### config.mk
export PLATFORM = sky130hd
export DESIGN_NAME = program_reload_seq
export DESIGN_NICKNAME = d
export VERILOG_FILES = /design/src/rtl/reload_seq_pkg.sv /design/src/rtl/beat_counter.sv /design/src/rtl/program_reload_seq.sv
export SDC_FILE = /design/constraint.sdc
export NUM_CORES = 1
export LEC_CHECK = 0
export BUFFER_PORTS_ARGS = -buffer_cell sky130_fd_sc_hd__buf_2
export CORE_MARGIN = 2
export CORE_UTILIZATION = 30
export CTS_CLUSTER_SIZE = 10
export DETAILED_ROUTE_END_ITERATION = 7
export GPL_TIMING_DRIVEN = 1
export SYNTH_ARGS = -nofsm -noshare
export SYNTH_HDL_FRONTEND = slang
export SYNTH_SLANG_ARGS = --single-unit
### constraint.sdc
create_clock -name clk -period 7.3 [get_ports clk]
set_input_delay 0.73 -clock clk [delete_from_list [all_inputs] [get_ports clk]]
set_output_delay 0.73 -clock clk [all_outputs]
set_load 0.02 [all_outputs]
### src/rtl/reload_seq_pkg.sv
// reload_seq_pkg: shared states and loader geometry for the program reload sequencer.
package reload_seq_pkg;
    typedef enum logic [2:0] {
        S_INIT  = 3'd0,
        S_RUN   = 3'd1,
        S_PRE   = 3'd2,
        S_LOAD  = 3'd3,
        S_POST  = 3'd4,
        S_ERROR = 3'd5
    } reload_state_e;
    localparam int IMAGE_BYTES_DEF = 2048;
    localparam int BEAT_BYTES_DEF  = 64;
    localparam int ADDR_W          = 15;
    localparam int NUM_BEATS_DEF   = IMAGE_BYTES_DEF / BEAT_BYTES_DEF;
endpackage

### src/rtl/beat_counter.sv
// beat_counter: saturating count of accepted loader beats; adv marks a beat taken this cycle.
module beat_counter #(
    parameter int NUM_BEATS = 32,
    parameter int CW        = $clog2(NUM_BEATS + 1)
) (
    input  logic          clk,
    input  logic          clear,
    input  logic          fire,
    input  logic          enable,
    output logic [CW-1:0] count,
    output logic          adv
);
    logic full;
    assign full = count == CW'(NUM_BEATS);
    assign adv  = enable & fire & ~full;
    always_ff @(posedge clk)
        count <= clear ? '0 : count + CW'(adv);
endmodule

### src/rtl/program_reload_seq.sv
// program_reload_seq: holds the core in reset, runs a beat-counted image reload with timeout, then releases it.
module program_reload_seq
    import reload_seq_pkg::*;
#(
    parameter int IMAGE_BYTES = IMAGE_BYTES_DEF,
    parameter int BEAT_BYTES  = BEAT_BYTES_DEF,
    parameter int INIT_CYCLES = 25,
    parameter int PRE_CYCLES  = 25,
    parameter int POST_CYCLES = 20,
    parameter int TIMEOUT     = 1024
) (
    input  logic clk,
    input  logic rst,
    input  logic reload_req,
    input  logic aw_valid,
    input  logic aw_ready,
    input  logic w_valid,
    input  logic w_ready,
    output logic core_rst,
    output logic load_en,
    output logic busy,
    output logic done,
    output logic error,
    output logic [$clog2(IMAGE_BYTES/BEAT_BYTES+1)-1:0] beats
);
    localparam int NUM_BEATS = IMAGE_BYTES / BEAT_BYTES;
    localparam int CW        = $clog2(NUM_BEATS + 1);
    localparam int TW        = 16;
    reload_state_e state, nxt;
    logic [TW-1:0] cnt;
    logic [CW-1:0] aw_cnt, w_cnt;
    logic          aw_adv, w_adv, clr, in_load, complete;
    assign in_load  = state == S_LOAD;
    assign clr      = rst | (state == S_PRE);
    assign core_rst = state != S_RUN;
    assign busy     = core_rst;
    assign load_en  = in_load;
    assign beats    = w_cnt;
    beat_counter #(.NUM_BEATS(NUM_BEATS)) u_aw (
        .clk(clk), .clear(clr), .fire(aw_valid & aw_ready), .enable(in_load),
        .count(aw_cnt), .adv(aw_adv)
    );
    beat_counter #(.NUM_BEATS(NUM_BEATS)) u_w (
        .clk(clk), .clear(clr), .fire(w_valid & w_ready), .enable(in_load),
        .count(w_cnt), .adv(w_adv)
    );
    // Completion looks at the counts after this cycle's beats so the last handshake ends LOAD immediately.
    assign complete = (aw_cnt + CW'(aw_adv) == CW'(NUM_BEATS)) & (w_cnt + CW'(w_adv) == CW'(NUM_BEATS));
    always_comb begin
        nxt = state;
        case (state)
            S_INIT:  nxt = cnt == TW'(INIT_CYCLES - 1) ? S_RUN : S_INIT;
            S_RUN:   nxt = reload_req ? S_PRE : S_RUN;
            S_PRE:   nxt = cnt == TW'(PRE_CYCLES - 1) ? S_LOAD : S_PRE;
            S_LOAD:  nxt = complete ? S_POST : cnt == TW'(TIMEOUT - 1) ? S_ERROR : S_LOAD;
            S_POST:  nxt = cnt == TW'(POST_CYCLES - 1) ? S_RUN : S_POST;
            S_ERROR: nxt = reload_req ? S_PRE : S_ERROR;
            default: nxt = S_INIT;
        endcase
    end
    always_ff @(posedge clk) begin
        if (rst) begin
            state <= S_INIT;
            cnt   <= '0;
            done  <= 1'b0;
            error <= 1'b0;
        end else begin
            state <= nxt;
            cnt   <= nxt != state ? '0 : cnt + 1'b1;
            done  <= in_load && nxt == S_POST;
            error <= nxt == S_ERROR;
        end
    end
endmodule

Word-level counts from Yosys, hierarchy flattened
Index checks and enable logic that the tools add are counted.
{ "word_totals": {"word_cells": 46, "register_bits": 33, "inputBits": 7, "out_inout_bits": 11} }
{ "classes": {"n_reduce_logical": 3, "add_sub_neg": 3, "n_eq_ne": 16, "bitwise_logic": 10, "n_mux": 8} }
{ "op_table": {"columns": ["operator", "count"], "rows": [
  ["$eq A16 B5 Y1 const B", 2],
  ["$eq A6 B6 Y1 const B", 4],
  ["$pmux W3 S6", 1],
  ["$add A16 B1 Y16 const B", 1],
  ["$eq A16 B10 Y1 const B", 1],
  ["$add A6 B1 Y6", 2],
  ["$eq A3 B3 Y1 const B", 4],
  ["$mux W3", 4],
  ["$and A1 B1 Y1", 7],
  ["$eq A3 B2 Y1 const B", 2],
  ["$eq A3 B1 Y1 const B", 1],
  ["$logic_not A3 Y1", 1],
  ["$ne A3 B1 Y1 const B", 1],
  ["$ne A3 B3 Y1", 1],
  ["$mux W1", 2],
  ["$mux W2", 1],
  ["$not A1 Y1", 2],
  ["$reduce_or A2 Y1", 1],
  ["$logic_and A1 B1 Y1", 1],
  ["$or A1 B1 Y1", 1]
]} }

Logic depth before layout (Yosys ltp)
Gate-level depths: netlist (run 1).
{ "depth": {"depth_word": 10, "ltp_mapped": 12} }

Modules after synthesis
A second synthesis (run 1) with hierarchy kept.
{ "hier_totals": {"hier_cells": 195, "hier_area_um2": 1767.9} }
{ "by_module_without_submodules": {"columns": ["module", "instances", "area_each_um2", "cells_per_inst", "seq_area_each_um2"], "rows": [
  ["program_reload_seq", 1, 1262.5, 145, 420.4],
  ["beat_counter", 2, 252.7, 25, 120.1]
]} }

Worst setup path after synthesis (run 1)
Ideal clock, no wire load.
{ "synth_path": {"path_kind": "reg2reg", "startpoint": "reg state[0]", "endpoint": "reg cnt[10]", "period_less_slack_ns": 2.875, "t_arrival_ns": 2.733, "n_path_buf": 1, "setup_slack_ns": 4.425, "stages_incl_launch_ff": 13, "cell_sequence": "dfxtp_1 nand2_1 nor2_1 nand3_1 a31oi_1 ha_1 ha_1 nor4_1 nand2_1 a21o_1 o22ai_4 buf_6 a211oi_2"} }
{ "synth_via": {"elab_chain_len": 10, "word_cells_on_any_way": 19, "classes_between": "add/sub: 2; eq/ne: 8; mux: 2; bitwise: 5; reduce/logical: 2"} }
{ "synth_lines": {"columns": ["element", "line_no", "text"], "rows": [
  ["start, declared", "program_reload_seq.sv:29", "reload_state_e state, nxt;"],
  ["start signal, assigned", "program_reload_seq.sv:68", "state <= nxt;"],
  ["$eq A3 B2 Y1 *", "program_reload_seq.sv:33", "assign in_load = state == S_LOAD;"],
  ["named net load_en", "program_reload_seq.sv:20", "output logic load_en,"],
  ["$and A1 B1 Y1 (2 in series)", "beat_counter.sv:15", "assign adv = enable & fire & ~full;"],
  ["$add A6 B1 Y6", "program_reload_seq.sv:48", "assign complete = (aw_cnt + CW'(aw_adv) == CW'(NUM_BEATS)) & (w_cnt + CW'(w_adv) == CW'(NUM_BEATS));"],
  ["$eq A6 B6 Y1", "program_reload_seq.sv:48", null],
  ["$and A1 B1 Y1", "program_reload_seq.sv:48", null],
  ["$mux W3", "program_reload_seq.sv:55", "S_LOAD: nxt = complete ? S_POST : cnt == TW'(TIMEOUT - 1) ? S_ERROR : S_LOAD;"],
  ["$pmux W3 S6 *", "program_reload_seq.sv:51", "case (state)"],
  ["$ne A3 B3 Y1 *", "program_reload_seq.sv:69", "cnt <= nxt != state ? '0 : cnt + 1'b1;"],
  ["$reduce_or A2 Y1 (no line) *", null, null],
  ["end signal, assigned", "program_reload_seq.sv:69", null],
  ["end, declared", "program_reload_seq.sv:30", "logic [TW-1:0] cnt;"]
]} }
The timed path passes the listed nets; every way through them passes the cells marked *.
A chain may end at the register's enable or synchronous reset.

Final worst setup path (run 1)
{ "layout_path": {"startpoint": "reg state[1]", "endpoint": "reg cnt[3]"} }
{ "layout_via": {"elab_chain_len": 10, "word_cells_on_any_way": 19, "classes_between": "add/sub: 2; eq/ne: 8; mux: 2; bitwise: 5; reduce/logical: 2"} }
{ "layout_lines": {"columns": ["element", "line_no"], "rows": [
  ["$eq A3 B2 Y1", "program_reload_seq.sv:33, program_reload_seq.sv:51"],
  ["$and A1 B1 Y1 (2 in series)", "beat_counter.sv:15"],
  ["$add A6 B1 Y6", "program_reload_seq.sv:48"],
  ["$eq A6 B6 Y1", "program_reload_seq.sv:48"],
  ["$and A1 B1 Y1", "program_reload_seq.sv:48"],
  ["$mux W3", "program_reload_seq.sv:55"],
  ["$pmux W3 S6", "program_reload_seq.sv:51"],
  ["$ne A3 B3 Y1 *", "program_reload_seq.sv:69"],
  ["$reduce_or A2 Y1 (no line) *", null]
]} }
Every way passes the cells marked *; elsewhere a longest branch is shown, timed or not.

==> impl_metrics.prom, run 1 <==
# TYPE chip_impl_metric gauge
chip_impl_info{name="status",value="finished, final reports clean"} 1
chip_impl_metric{name="post_synth_fa_ha_maj_area_fraction",unit="%"} 4.13
chip_impl_metric{name="synth.lib_cells_used.distinct",unit=""} 48
chip_impl_metric{name="post_synth_mux_area_share",unit="%"} 0.550
chip_impl_metric{name="synth-warning-count",unit=""} 0
chip_impl_metric{name="maxClockFrequency",unit="MHz"} 302
chip_impl_metric{name="cts_num_sinks",unit=""} 33
chip_impl_info{name="hold_path_end",value="cnt[0]$_SDFF_PP0_"} 1
chip_impl_metric{name="worst_pin_slew",unit="ns"} 0.903
chip_impl_metric{name="floorplan.initialDensity",unit="%"} 30.9
chip_impl_metric{name="layout.cell_area.non_filler",unit="µm²"} 2030
chip_impl_metric{name="worstPathArrival",unit="ns"} 3.44
chip_impl_metric{name="power_density",unit="nW/µm²"} 165
chip_impl_metric{name="finish.utilization",unit="%"} 34.5
chip_impl_metric{name="antenna_left",unit=""} 0
chip_impl_info{name="worst_hold_path_type",value="reg -> reg"} 1
chip_impl_info{name="most_frequent_standard_cell_in_the_layout_excluding_fill_and_tap_cells",value="sky130_fd_sc_hd__dfxtp_1"} 1
chip_impl_metric{name="std_cell_rows",unit=""} 28
chip_impl_metric{name="fp.dieArea",unit="µm²"} 6700
chip_impl_metric{name="area_growth",unit="%"} 11.6
chip_impl_metric{name="detail_route.first_pass.iterations",unit=""} 4
chip_impl_info{name="rsz0062_at_grt",value="false"} 1
chip_impl_metric{name="whs_path_depth",unit=""} 3
chip_impl_metric{name="yosysTopAreaCellShare",unit="%"} 36.3
chip_impl_metric{name="report.final.setup_viol",unit=""} 0
chip_impl_metric{name="cts_resized",unit=""} 0
chip_impl_metric{name="required",unit="ns"} 7.42
chip_impl_info{name="critical_path.endpoint_type",value="flip-flop"} 1
chip_impl_metric{name="via_count",unit=""} 1472
chip_impl_info{name="clockRootBuffer",value="sky130_fd_sc_hd__clkbuf_8"} 1
chip_impl_metric{name="worst_slack",unit="ns"} 3.99
chip_impl_metric{name="die-height",unit="µm"} 81.9
chip_impl_metric{name="clockBufferDepth",unit=""} 2
chip_impl_info{name="synth_area_leader_cell",value="sky130_fd_sc_hd__dfxtp_1"} 1
chip_impl_metric{name="timing.final.crit_period",unit="ns"} 3.31
chip_impl_metric{name="grt_first_pass_wirelength",unit="µm"} 6260
chip_impl_metric{name="synth-compound-area-share",unit="%"} 21.4
chip_impl_metric{name="synthXorXnorAreaFrac",unit="%"} 10.1
chip_impl_metric{name="num-fill-cells",unit=""} 644
chip_impl_metric{name="final_skew",unit="ns"} 0.0135
chip_impl_metric{name="drv_cap",unit=""} 0
chip_impl_info{name="layout_common_cells",value="sky130_fd_sc_hd__dfxtp_1, sky130_fd_sc_hd__nor2_1, sky130_fd_sc_hd__buf_2"} 1
chip_impl_metric{name="number_of_enable_flip_flop_cells_after_synthesis",unit=""} 0
chip_impl_metric{name="syn-cell-area",unit="µm²"} 1820
chip_impl_metric{name="cts.repair_timing.setup_buffer_count",unit=""} 0
chip_impl_metric{name="critPathMaxFanout",unit=""} 16
chip_impl_metric{name="drive_gt1_share",unit="%"} 20.0
chip_impl_metric{name="routabilityCongestion",unit=""} 0.806
chip_impl_metric{name="number_of_h_tree_levels",unit=""} 2
chip_impl_metric{name="postSynthRegisterBits",unit=""} 33
chip_impl_info{name="worst_r2r_endpoint",value="cnt[3]$_SDFF_PP0_"} 1
chip_impl_info{name="worst_hold_startpoint",value="cnt[0]$_SDFF_PP0_"} 1
chip_impl_metric{name="leakagePower",unit="nW"} 0.724
chip_impl_info{name="synth_flop_cell",value="sky130_fd_sc_hd__dfxtp_1"} 1
chip_impl_info{name="synth_top_family_by_area",value="simple AND/OR/NAND/NOR gates"} 1
chip_impl_metric{name="finish.net_count",unit=""} 227
chip_impl_metric{name="placed_cell_area",unit="µm²"} 1950
chip_impl_metric{name="grt-ovfl-total",unit=""} 0
chip_impl_metric{name="hold_ws",unit="ns"} 0.552
chip_impl_metric{name="synth_fp_nets",unit=""} 210
chip_impl_metric{name="wl_per_cell",unit="µm"} 12.5
chip_impl_metric{name="synthesis.instances",unit=""} 197
chip_impl_info{name="cts_tree",value="built"} 1
chip_impl_metric{name="io_pins",unit=""} 18
chip_impl_metric{name="tritoncts.num_buffers",unit=""} 5
chip_impl_metric{name="place_hpwl",unit="µm"} 2700
chip_impl_metric{name="synthSimpleGateAreaFrac",unit="%"} 23.0
chip_impl_metric{name="worst_skew_pair_later_pin_latency",unit="ns"} 0.28
chip_impl_metric{name="core_area",unit="µm²"} 5890
chip_impl_metric{name="finalWirelength",unit="µm"} 3630
chip_impl_metric{name="drt_drc_violations_left",unit=""} 0
chip_impl_metric{name="worst_slew_margin_rel",unit="%"} 39.8
chip_impl_metric{name="final_max_slew_viol_count",unit=""} 0
chip_impl_info{name="r2r_startpoint",value="state[1]$_SDFF_PP0_"} 1
chip_impl_metric{name="pre_cts_slack",unit="ns"} 4.00
chip_impl_info{name="kind_of_critical_path",value="reg -> reg"} 1
chip_impl_metric{name="synth_seq_area_share",unit="%"} 36.3
chip_impl_metric{name="largest_net_degree_at_the_start_of_global_routing",unit=""} 17
chip_impl_metric{name="drt-initial-drc-count",unit=""} 45
chip_impl_metric{name="antenna_cells",unit=""} 0
chip_impl_metric{name="die_x",unit="µm"} 81.9
chip_impl_metric{name="setup_tns",unit="ns"} 0
chip_impl_metric{name="post-route-period-util",unit="%"} 45.4
chip_impl_info{name="timing.critical_path.from_type",value="flip-flop"} 1
chip_impl_metric{name="synth_async_sr_flop_share",unit="%"} 0
chip_impl_metric{name="synth_area_per_cell",unit="µm²"} 9.23
chip_impl_metric{name="report.final.hold_viol_count",unit=""} 0
chip_impl_metric{name="ir_drop",unit="µV"} 89.9
chip_impl_metric{name="r2r_slack",unit="ns"} 3.99
chip_impl_metric{name="number_of_input_and_output_port_buffers_inserted",unit=""} 17
chip_impl_info{name="netlist_top_cells_area",value="sky130_fd_sc_hd__dfxtp_1, sky130_fd_sc_hd__a211oi_2, sky130_fd_sc_hd__xnor2_1"} 1
chip_impl_metric{name="timing.reg2reg.worst_path_depth",unit=""} 11
chip_impl_metric{name="route.detailed.vias_per_inst",unit=""} 5.08
chip_impl_metric{name="grt_antenna_before_repair",unit=""} 0
chip_impl_metric{name="number_of_global_route_vias_before_repair",unit=""} 1384
chip_impl_metric{name="gr_util_all_layers",unit="%"} 12.1
chip_impl_metric{name="clkTransAtPathRegs",unit="ns"} 0.07
chip_impl_metric{name="cts_hold_buffers",unit=""} 0
-- power breakdown --
group | switching [mW] | leakage [nW] | internal (mW)
Sequential | 0.00333 | 0.267 | 0.182
Clock | 0.0651 | 0.0385 | 0.0674
Combinational | 0.0105 | 0.419 | 0.00672
-- synth_stat cells (2+ instances only) --
master	n
sky130_fd_sc_hd__ha_1	6
sky130_fd_sc_hd__nor4_1	5
sky130_fd_sc_hd__a21oi_1	9
sky130_fd_sc_hd__o21a_1	2
sky130_fd_sc_hd__buf_4	2
sky130_fd_sc_hd__nand3_1	10
sky130_fd_sc_hd__xnor2_1	11
sky130_fd_sc_hd__clkbuf_2	2
sky130_fd_sc_hd__nor2_1	20
sky130_fd_sc_hd__nand2_1	14
sky130_fd_sc_hd__xor2_1	10
sky130_fd_sc_hd__and2_1	5
sky130_fd_sc_hd__inv_1	6
sky130_fd_sc_hd__nand4_1	7
sky130_fd_sc_hd__nor3_1	4
sky130_fd_sc_hd__nand3_2	2
sky130_fd_sc_hd__and3_1	2
sky130_fd_sc_hd__nor3b_1	2
sky130_fd_sc_hd__a211oi_1	6
sky130_fd_sc_hd__dfxtp_1	33
sky130_fd_sc_hd__a211oi_2	10
sky130_fd_sc_hd__a21o_1	3
-- logic make-up (layout without fill, tap and decap cells) --
kind of cell,count (synthesis),count (layout)
muxes,1,1
AOI/OAI and AO/OA,43,43
xor gates and xnor gates,21,21
and+or+nand+nor,79,79
adders and majority gates,6,6
buffers and inverters,14,32
DFF,33,33
-- worst max-delay path: stages, from the launching register on --
cell and delay [ns]:
sky130_fd_sc_hd__dfxtp_1 0.51, sky130_fd_sc_hd__nand2_1 0.17, sky130_fd_sc_hd__nor2_1 0.35, sky130_fd_sc_hd__nand3_1 0.15
sky130_fd_sc_hd__a31oi_1 0.17, sky130_fd_sc_hd__ha_1 0.26, sky130_fd_sc_hd__ha_1 0.27, sky130_fd_sc_hd__nor4_1 0.28
sky130_fd_sc_hd__nand2_1 0.10, sky130_fd_sc_hd__a21o_1 0.21, sky130_fd_sc_hd__o22ai_4 0.52, sky130_fd_sc_hd__a211oi_1 0.16
-- flip-flops by register name, summed over array words and instances (netlist names) --
register    flops
error           1
cnt            16
done            1
u_aw.count      6
u_w.count       6
state           3
-- area by class of cell --
type	count	area (µm²)	area share, %
multi-input combinational	150	1080	53.0
sequential	33	661	32.5
tap	75	93.8	4.62
timing repair buffer	18	92.6	4.56
clock buffer	7	76.3	3.76
inverter	6	22.5	1.11
clock inverter	1	7.51	0.370
-- through the flow --
stage               std cells  power, mW
floorplan                 197      0.204
global placement          282      0.207
detailed placement        282      0.207
CTS                       290      0.343
global route              290      0.351
finish                    290      0.335
-- how the worst max path moves through the flow --
| stage | from | endpoint | slack [ns] | cells after the start |
|---|---|---|---|---|
| after detailed placement | state[1]$_SDFF_PP0_ | cnt[9]$_SDFF_PP0_ | 4.00 | 11 |
| after CTS | state[1]$_SDFF_PP0_ | cnt[3]$_SDFF_PP0_ | 3.98 | 11 |
| final | state[1]$_SDFF_PP0_ | cnt[3]$_SDFF_PP0_ | 3.99 | 11 |
| after global placement | state[1]$_SDFF_PP0_ | cnt[0]$_SDFF_PP0_ | 4.11 | 11 |
| after floorplan | state[0]$_SDFF_PP0_ | cnt[10]$_SDFF_PP0_ | 4.43 | 12 |
| after global routing | state[1]$_SDFF_PP0_ | cnt[3]$_SDFF_PP0_ | 3.65 | 11 |
-- per-layer routing --
metal	part of all wire, %	GRT usage, %	up-vias
li1	-	-	752
met1	48	15.4	689
met2	47	19.7	24
met3	3.2	2.64	7
met4	1.6	5.00	0
met5	0	0	-
Power figures use the tool's default switching activity.
==> run 2: changes to the inputs <==
Settings changed: ABC_AREA set to 1.
Clock period 7.3 ns to 2.7 ns, I/O delays scaled along.
==> run 2 against run 1 <==
Net effect:
- total power increased to 3.0 times the previous value
- critical endpoint unchanged
- area after synthesis increased by 0.48%
- highest routed layer unchanged
- register-to-register slack got worse by 3.8 ns
- clock-buffer cell count unchanged
- maximum frequency increased by 32%
- final area increased by 8.0%
- sequential power increased to 2.7 times the previous value
- die area increased by 0.46%
- worst hold slack got worse by 0.37 ns
- worst setup slack got worse by 3.8 ns
- critical path depth increased by 4
- sequential share of layout area decreased by 2.4 points
- critical path type unchanged
==> impl_metrics.prom, run 2 <==
# TYPE chip_impl_metric gauge
chip_impl_info{name="status",value="finished, final reports clean"} 1
chip_impl_metric{name="finish.utilization",unit="%"} 37.0
chip_impl_metric{name="report.final.setup_viol",unit=""} 0
chip_impl_metric{name="post-route-period-util",unit="%"} 92.7
chip_impl_metric{name="detail_route.first_pass.iterations",unit=""} 4
chip_impl_metric{name="worst_slack",unit="ns"} 0.197
chip_impl_metric{name="largest_reg_flops",unit=""} 16
chip_impl_metric{name="critPathMaxFanout",unit=""} 8
chip_impl_metric{name="postSynthRegisterBits",unit=""} 33
chip_impl_metric{name="io_pins",unit=""} 18
chip_impl_metric{name="report.final.hold_viol_count",unit=""} 0
chip_impl_info{name="clockRootBuffer",value="sky130_fd_sc_hd__clkbuf_8"} 1
chip_impl_metric{name="std_cell_rows",unit=""} 28
chip_impl_metric{name="antenna_left",unit=""} 0
chip_impl_info{name="r2r_startpoint",value="state[1]$_SDFF_PP0_"} 1
chip_impl_metric{name="synth_async_sr_flop_share",unit="%"} 0
chip_impl_metric{name="number_of_h_tree_levels",unit=""} 2
chip_impl_metric{name="largest_net_degree_at_the_start_of_global_routing",unit=""} 17
chip_impl_metric{name="post_synth_fa_ha_maj_area_fraction",unit="%"} 4.11
chip_impl_metric{name="finish.net_count",unit=""} 283
chip_impl_metric{name="area_growth",unit="%"} 20.0
chip_impl_info{name="synth_top_family_by_area",value="simple AND/OR/NAND/NOR gates"} 1
chip_impl_metric{name="syn-cell-area",unit="µm²"} 1830
chip_impl_metric{name="whs_path_depth",unit=""} 2
chip_impl_metric{name="worst_skew_pair_later_pin_latency",unit="ns"} 0.28
chip_impl_info{name="worst_hold_path_type",value="in -> reg"} 1
chip_impl_metric{name="synth_area_per_cell",unit="µm²"} 7.43
chip_impl_metric{name="drt-initial-drc-count",unit=""} 73
chip_impl_info{name="worst_r2r_endpoint",value="cnt[3]$_SDFF_PP0_"} 1
chip_impl_info{name="layout_common_cells",value="sky130_fd_sc_hd__nand2_1, sky130_fd_sc_hd__inv_1, sky130_fd_sc_hd__nor2_1"} 1
chip_impl_metric{name="synth-warning-count",unit=""} 0
chip_impl_metric{name="drt_drc_violations_left",unit=""} 0
chip_impl_info{name="register_with_the_most_flip_flops",value="cnt"} 1
chip_impl_info{name="most_frequent_cells_after_synthesis",value="sky130_fd_sc_hd__nand2_1, sky130_fd_sc_hd__inv_1, sky130_fd_sc_hd__nor2_1"} 1
chip_impl_metric{name="totalPowerFinal",unit="mW"} 1.00
chip_impl_metric{name="synth_seq_area_share",unit="%"} 36.1
chip_impl_metric{name="required",unit="ns"} 2.87
chip_impl_metric{name="wl_per_cell",unit="µm"} 10.8
chip_impl_metric{name="yosysTopAreaCellShare",unit="%"} 36.1
chip_impl_metric{name="worstPathArrival",unit="ns"} 2.67
chip_impl_metric{name="place_hpwl",unit="µm"} 2620
chip_impl_metric{name="clkTransAtPathRegs",unit="ns"} 0.07
chip_impl_info{name="kind_of_critical_path",value="reg -> reg"} 1
chip_impl_metric{name="drive_gt1_share",unit="%"} 19.2
chip_impl_metric{name="tritoncts.num_buffers",unit=""} 5
chip_impl_metric{name="die_x",unit="µm"} 82.1
chip_impl_metric{name="number_of_input_and_output_port_buffers_inserted",unit=""} 17
chip_impl_metric{name="synth-compound-area-share",unit="%"} 3.01
chip_impl_metric{name="ir_drop",unit="µV"} 214
chip_impl_info{name="timing.critical_path.from_type",value="flip-flop"} 1
chip_impl_metric{name="maxClockFrequency",unit="MHz"} 400
chip_impl_metric{name="grt_antenna_before_repair",unit=""} 0
chip_impl_metric{name="fp.dieArea",unit="µm²"} 6730
chip_impl_metric{name="timing.reg2reg.worst_path_depth",unit=""} 15
chip_impl_metric{name="final_skew",unit="ns"} 0.00804
chip_impl_info{name="most_frequent_standard_cell_in_the_layout_excluding_fill_and_tap_cells",value="sky130_fd_sc_hd__nand2_1"} 1
chip_impl_metric{name="gr_util_all_layers",unit="%"} 11.5
chip_impl_metric{name="drv_cap",unit=""} 0
chip_impl_metric{name="number_of_enable_flip_flop_cells_after_synthesis",unit=""} 0
chip_impl_metric{name="synthXorXnorAreaFrac",unit="%"} 7.19
chip_impl_metric{name="routabilityCongestion",unit=""} 0.860
chip_impl_metric{name="finalWirelength",unit="µm"} 3720
chip_impl_metric{name="synth_fp_nets",unit=""} 259
chip_impl_metric{name="power_density",unit="nW/µm²"} 456
chip_impl_metric{name="pre_cts_slack",unit="ns"} 0.0994
chip_impl_metric{name="die-height",unit="µm"} 82.1
chip_impl_metric{name="leakagePower",unit="nW"} 0.873
chip_impl_info{name="worst_hold_startpoint",value="rst"} 1
chip_impl_metric{name="number_of_global_route_vias_before_repair",unit=""} 1416
chip_impl_info{name="critical_path.endpoint_type",value="flip-flop"} 1
chip_impl_info{name="netlist_top_cells_area",value="sky130_fd_sc_hd__dfxtp_1, sky130_fd_sc_hd__nand2_1, sky130_fd_sc_hd__inv_1"} 1
chip_impl_info{name="cts_tree",value="built"} 1
chip_impl_metric{name="floorplan.initialDensity",unit="%"} 30.9
chip_impl_metric{name="post_synth_mux_area_share",unit="%"} 0
chip_impl_metric{name="setup_tns",unit="ns"} 0
chip_impl_metric{name="cts_hold_buffers",unit=""} 0
chip_impl_metric{name="cts_num_sinks",unit=""} 33
chip_impl_info{name="biggestRegsByFlops",value="cnt: 16 flops, u_aw.count: 6 flops, u_w.count: 6 flops"} 1
chip_impl_metric{name="core_area",unit="µm²"} 5920
chip_impl_info{name="synth_flop_cell",value="sky130_fd_sc_hd__dfxtp_1"} 1
chip_impl_metric{name="grt-ovfl-total",unit=""} 0
chip_impl_metric{name="antenna_cells",unit=""} 0
chip_impl_info{name="hold_path_end",value="state[1]$_SDFF_PP0_"} 1
chip_impl_info{name="synth_area_leader_cell",value="sky130_fd_sc_hd__dfxtp_1"} 1
chip_impl_metric{name="grt_first_pass_wirelength",unit="µm"} 5980
chip_impl_metric{name="r2r_slack",unit="ns"} 0.20
chip_impl_metric{name="via_count",unit=""} 1599
chip_impl_metric{name="final_max_slew_viol_count",unit=""} 0
chip_impl_info{name="synthMostInstantiatedCell",value="sky130_fd_sc_hd__nand2_1"} 1
chip_impl_metric{name="synthSimpleGateAreaFrac",unit="%"} 39.6
chip_impl_metric{name="worst_slew_margin_rel",unit="%"} 71.2
chip_impl_metric{name="synthesis.instances",unit=""} 246
chip_impl_metric{name="worst_pin_slew",unit="ns"} 0.431
chip_impl_metric{name="timing.final.crit_period",unit="ns"} 2.50
chip_impl_metric{name="synth.lib_cells_used.distinct",unit=""} 31
chip_impl_metric{name="clockBufferDepth",unit=""} 2
chip_impl_metric{name="route.detailed.vias_per_inst",unit=""} 4.62
[run 2: changes by cell type after synthesis, moves of 3 or more]
cell                       change
sky130_fd_sc_hd__nand2_1      +30
sky130_fd_sc_hd__nor2_1       +14
sky130_fd_sc_hd__xnor2_1       -8
sky130_fd_sc_hd__a211oi_2     -10
sky130_fd_sc_hd__nor3_2       +11
sky130_fd_sc_hd__and2_1        -4
sky130_fd_sc_hd__a211oi_1      -6
sky130_fd_sc_hd__a21oi_1       -6
sky130_fd_sc_hd__nor3_1        +5
sky130_fd_sc_hd__nor4_1        -3
sky130_fd_sc_hd__a21o_1        -3
sky130_fd_sc_hd__nand3_1      +13
sky130_fd_sc_hd__inv_1        +29
[run 2: logic make-up (layout without fill, tap and decap cells)]
family | Yosys count | after routing
adders and majority gates | 6 | 6
buffers and inverters | 42 | 65
xor gates and xnor gates | 15 | 15
and+or+nand+nor | 141 | 143
AOI/OAI and AO/OA | 9 | 9
DFF | 33 | 33
[run 2: what timing repair did]
item | 4_1_cts | 5_1_grt
endpoints found under the setup margin | 0 | 18
hold endpoints to repair | 0 | 0
gates resized for setup | 0 | 10
buffers inserted | 0 | 1
[run 2: metrics by stage]
stage	std cells	hold slack, ns	cell area (µm²)
after floorplan	246	0.339	1830
after global placement	335	0.469	1980
after detailed placement	335	0.477	1980
after CTS	343	0.170	2100
after global routing	346	0.171	2190
final	346	0.182	2190
[run 2: worst max-delay path by stage]
stage	slack, ns	from	endpoint	cells after the start
3_3_place_gp	0.16	state[1]$_SDFF_PP0_	cnt[1]$_SDFF_PP0_	15
2_1_floorplan	0.17	state[1]$_SDFF_PP0_	cnt[5]$_SDFF_PP0_	16
4_1_cts	0.08	state[1]$_SDFF_PP0_	cnt[3]$_SDFF_PP0_	15
6_report	0.20	state[1]$_SDFF_PP0_	cnt[3]$_SDFF_PP0_	15
5_1_grt	-0.01	state[1]$_SDFF_PP0_	cnt[15]$_SDFF_PP0_	14
3_5_place_dp	0.1	state[1]$_SDFF_PP0_	cnt[1]$_SDFF_PP0_	15
[run 2: report_power, final]
part           switching (mW)  internal [mW]
Combinational          0.0197         0.0117
Sequential            0.00410          0.491
Clock                   0.173          0.301
Total                   0.197          0.803
[run 2: critical path, cell delays in order, from the launching register on]
cell and delay (ns):
sky130_fd_sc_hd__dfxtp_2 0.37, sky130_fd_sc_hd__inv_1 0.11, sky130_fd_sc_hd__nor3_4 0.17, sky130_fd_sc_hd__nand3_1 0.10, sky130_fd_sc_hd__a31oi_1 0.17, sky130_fd_sc_hd__ha_2 0.23
sky130_fd_sc_hd__ha_1 0.21, sky130_fd_sc_hd__nand2_1 0.07, sky130_fd_sc_hd__nand2_1 0.10, sky130_fd_sc_hd__nand4_1 0.12, sky130_fd_sc_hd__nor2_1 0.13, sky130_fd_sc_hd__nand2_1 0.10
sky130_fd_sc_hd__nand2_1 0.13, sky130_fd_sc_hd__nand3_4 0.15, sky130_fd_sc_hd__nand2_8 0.15, sky130_fd_sc_hd__nor3_1 0.07
[run 2: routing by layer]
layer,track usage [%],vias up,wire length (µm)
li1,-,838,-
met1,13.8,715,1770
met2,18.3,37,1700
met3,4.18,9,168
met4,5.33,0,79
met5,0,-,0
[run 2: area by class of cell]
cell class,count,area [µm²]
Multi-Input combinational cell,173,1070
Clock buffer,7,86.3
Inverter,36,135
Clock inverter,1,30.0
Tap cell,75,93.8
Timing Repair Buffer,21,115
Sequential cell,33,662
Fill cell,624,3730
==> run 3: changes to the inputs <==
Settings changed: CORE_ASPECT_RATIO set to 1.4, CORE_MARGIN 2 to unset.
==> run 3 against run 2 <==
Net effect:
- critical path depth fell by 1
- highest routed layer unchanged
- clock skew about the same
- global-route usage is 0.58 points higher
- flip-flop and latch count unchanged
- clock-buffer cell count unchanged
- sequential power is essentially flat
- critical endpoint is now cnt[2]$_SDFF_PP0_
- combinational power is essentially flat
- die area fell by 4.8%
- maximum frequency grew 2.0%
==> impl_metrics.prom, run 3 (synthesis gave the netlist of run 2 again) <==
# TYPE chip_impl_metric gauge
chip_impl_metric{name="fp.dieArea",unit="µm²"} 6410
chip_impl_info{name="worst_hold_path_type",value="in -> reg"} 1
chip_impl_metric{name="critPathMaxFanout",unit=""} 8
chip_impl_metric{name="layout.cell_area.non_filler",unit="µm²"} 2200
chip_impl_metric{name="route.detailed.vias_per_inst",unit=""} 4.61
chip_impl_metric{name="floorplan.initialDensity",unit="%"} 31.2
chip_impl_metric{name="detail_route.first_pass.iterations",unit=""} 4
chip_impl_metric{name="io_pins",unit=""} 18
chip_impl_info{name="most_frequent_standard_cell_in_the_layout_excluding_fill_and_tap_cells",value="sky130_fd_sc_hd__nand2_1"} 1
chip_impl_metric{name="drt-initial-drc-count",unit=""} 64
chip_impl_metric{name="place_hpwl",unit="µm"} 2690
chip_impl_metric{name="cts_num_sinks",unit=""} 33
chip_impl_metric{name="num-fill-cells",unit=""} 623
chip_impl_metric{name="clkTransAtPathRegs",unit="ns"} 0.06
chip_impl_metric{name="wl_per_cell",unit="µm"} 10.9
chip_impl_metric{name="final_skew",unit="ns"} 0.00806
chip_impl_metric{name="area_of_the_multi_input_gates",unit="µm²"} 1080
chip_impl_metric{name="grt_first_pass_wirelength",unit="µm"} 5800
chip_impl_metric{name="std_cell_rows",unit=""} 33
chip_impl_info{name="cts_tree",value="built"} 1
chip_impl_info{name="timing.critical_path.from_type",value="flip-flop"} 1
chip_impl_info{name="register_with_the_most_flip_flops",value="cnt"} 1
chip_impl_info{name="kind_of_critical_path",value="reg -> reg"} 1
chip_impl_info{name="layout_common_cells",value="sky130_fd_sc_hd__nand2_1, sky130_fd_sc_hd__inv_1, sky130_fd_sc_hd__nor2_1"} 1
chip_impl_metric{name="grt-ovfl-total",unit=""} 0
chip_impl_metric{name="number_of_h_tree_levels",unit=""} 2
chip_impl_metric{name="area_growth",unit="%"} 20.6
chip_impl_metric{name="die_x",unit="µm"} 68.0
chip_impl_metric{name="report.final.hold_viol_count",unit=""} 0
chip_impl_metric{name="report.final.setup_viol",unit=""} 0
chip_impl_metric{name="ir_drop",unit="µV"} 144
chip_impl_metric{name="cts_hold_buffers",unit=""} 0
chip_impl_metric{name="via_count",unit=""} 1578
chip_impl_info{name="critical_path.endpoint_type",value="flip-flop"} 1
chip_impl_metric{name="drt_drc_violations_left",unit=""} 0
chip_impl_info{name="top_family_by_delay_on_critical_path",value="simple AND/OR/NAND/NOR gates"} 1
chip_impl_metric{name="drive_gt1_share",unit="%"} 20.6
chip_impl_metric{name="leakagePower",unit="nW"} 0.878
chip_impl_metric{name="tritoncts.num_buffers",unit=""} 5
chip_impl_metric{name="worstPathBufferInverterCount",unit=""} 1
chip_impl_metric{name="hold_ws",unit="ns"} 0.189
chip_impl_metric{name="timing.final.crit_period",unit="ns"} 2.45
chip_impl_metric{name="required",unit="ns"} 2.88
chip_impl_metric{name="clockBufferDepth",unit=""} 2
chip_impl_metric{name="finalWirelength",unit="µm"} 3740
chip_impl_metric{name="worst_skew_pair_later_pin_latency",unit="ns"} 0.29
chip_impl_metric{name="grt_antenna_before_repair",unit=""} 0
chip_impl_info{name="timing.critical_path.cells",value="inv_1, nor3_4, nand3_1, a31oi_1, ha_2, ha_2, nor2_1, nand4_1, nor2_1, nand2_1, nand3_2, nand3_4, nand2_8, nor3_1"} 1
chip_impl_metric{name="antenna_left",unit=""} 0
chip_impl_metric{name="critPathMaxStageDelay",unit="ns"} 0.37
chip_impl_metric{name="largest_reg_flops",unit=""} 16
chip_impl_metric{name="power_density",unit="nW/µm²"} 455
chip_impl_info{name="cpMaxStageDelayCell",value="sky130_fd_sc_hd__dfxtp_2"} 1
chip_impl_info{name="status",value="finished, final reports clean"} 1
chip_impl_metric{name="sequential_cell_area",unit="µm²"} 662
chip_impl_metric{name="finish.net_count",unit=""} 284
chip_impl_metric{name="post-route-period-util",unit="%"} 90.9
chip_impl_metric{name="number_of_input_and_output_port_buffers_inserted",unit=""} 17
chip_impl_metric{name="core_area",unit="µm²"} 5860
chip_impl_metric{name="placed_cell_area",unit="µm²"} 1980
chip_impl_metric{name="die-height",unit="µm"} 94.4
chip_impl_metric{name="number_of_global_route_vias_before_repair",unit=""} 1481
chip_impl_metric{name="worstPathArrival",unit="ns"} 2.63
chip_impl_metric{name="largest_net_degree_at_the_start_of_global_routing",unit=""} 17
chip_impl_metric{name="final_max_slew_viol_count",unit=""} 0
chip_impl_info{name="biggestRegsByFlops",value="cnt: 16 flops, u_aw.count: 6 flops, u_w.count: 6 flops"} 1
chip_impl_metric{name="worst_pin_slew",unit="ns"} 0.427
chip_impl_metric{name="drv_cap",unit=""} 0
chip_impl_metric{name="gr_util_all_layers",unit="%"} 12.1
chip_impl_metric{name="setup_tns",unit="ns"} 0
chip_impl_info{name="clockRootBuffer",value="sky130_fd_sc_hd__clkbuf_8"} 1
chip_impl_metric{name="routabilityCongestion",unit=""} 0.772
chip_impl_metric{name="maxClockFrequency",unit="MHz"} 408
chip_impl_metric{name="worst_slew_margin_rel",unit="%"} 71.5
chip_impl_metric{name="antenna_cells",unit=""} 0
## run 3: changes by cell type in the layout (fill, tap and decap cells not counted), sizes merged
| cell | previous run | this run |
|---|---|---|
| buf | 21 | 22 |
## run 3: stage by stage
stage / total power, mW / setup WS (ns) / utilization (%) / std cells
6_report: 1.00 / 0.247 / 37.6 / 342
5_1_grt: 1.04 / -0.0535 / 37.6 / 342
4_1_cts: 1.01 / 0.0751 / 35.7 / 338
3_5_place_dp: 0.533 / 0.0841 / 33.7 / 330
3_3_place_gp: 0.532 / 0.120 / 33.7 / 330
2_1_floorplan: 0.525 / 0.174 / - / 246
## run 3: worst paths after layout
kind,start,endpoint,slack [ns],depth (start not counted)
max,state[1]$_SDFF_PP0_,cnt[2]$_SDFF_PP0_,0.25,14
min,rst,state[1]$_SDFF_PP0_,0.19,2
max reg2reg,state[1]$_SDFF_PP0_,cnt[2]$_SDFF_PP0_,0.25,14
min reg2reg,cnt[0]$_SDFF_PP0_,cnt[0]$_SDFF_PP0_,0.49,1
## run 3: power by group
part	internal, mW	switching (mW)	total (mW)	leakage (nW)
clock	0.301	0.176	0.477	0.0585
sequential	0.491	0.00384	0.495	0.267
combinational	0.0117	0.0195	0.0312	0.553
## run 3: per-layer routing
metal | up-vias | GRT usage (%) | routed length [µm]
li1 | 841 | - | -
met3 | 7 | 3.26 | 116
met5 | - | 0 | 0
met2 | 24 | 22.4 | 1900
met1 | 706 | 11.7 | 1640
met4 | 0 | 6.25 | 79
## run 3: final cells by class
class                      instances  area share [%]
clock buffer                       7            3.92
clock inverter                     1            1.36
inverter                          36            6.13
multi-input combinational        173            49.0
sequential                        33            30.0
tap                               70            3.97
timing repair buffer              22            5.56
## run 3: timing repair
item / in CTS / in global routing
setup buffers: 0 / 2
endpoints found under the setup margin: 0 / 19
resized for setup: 0 / 13
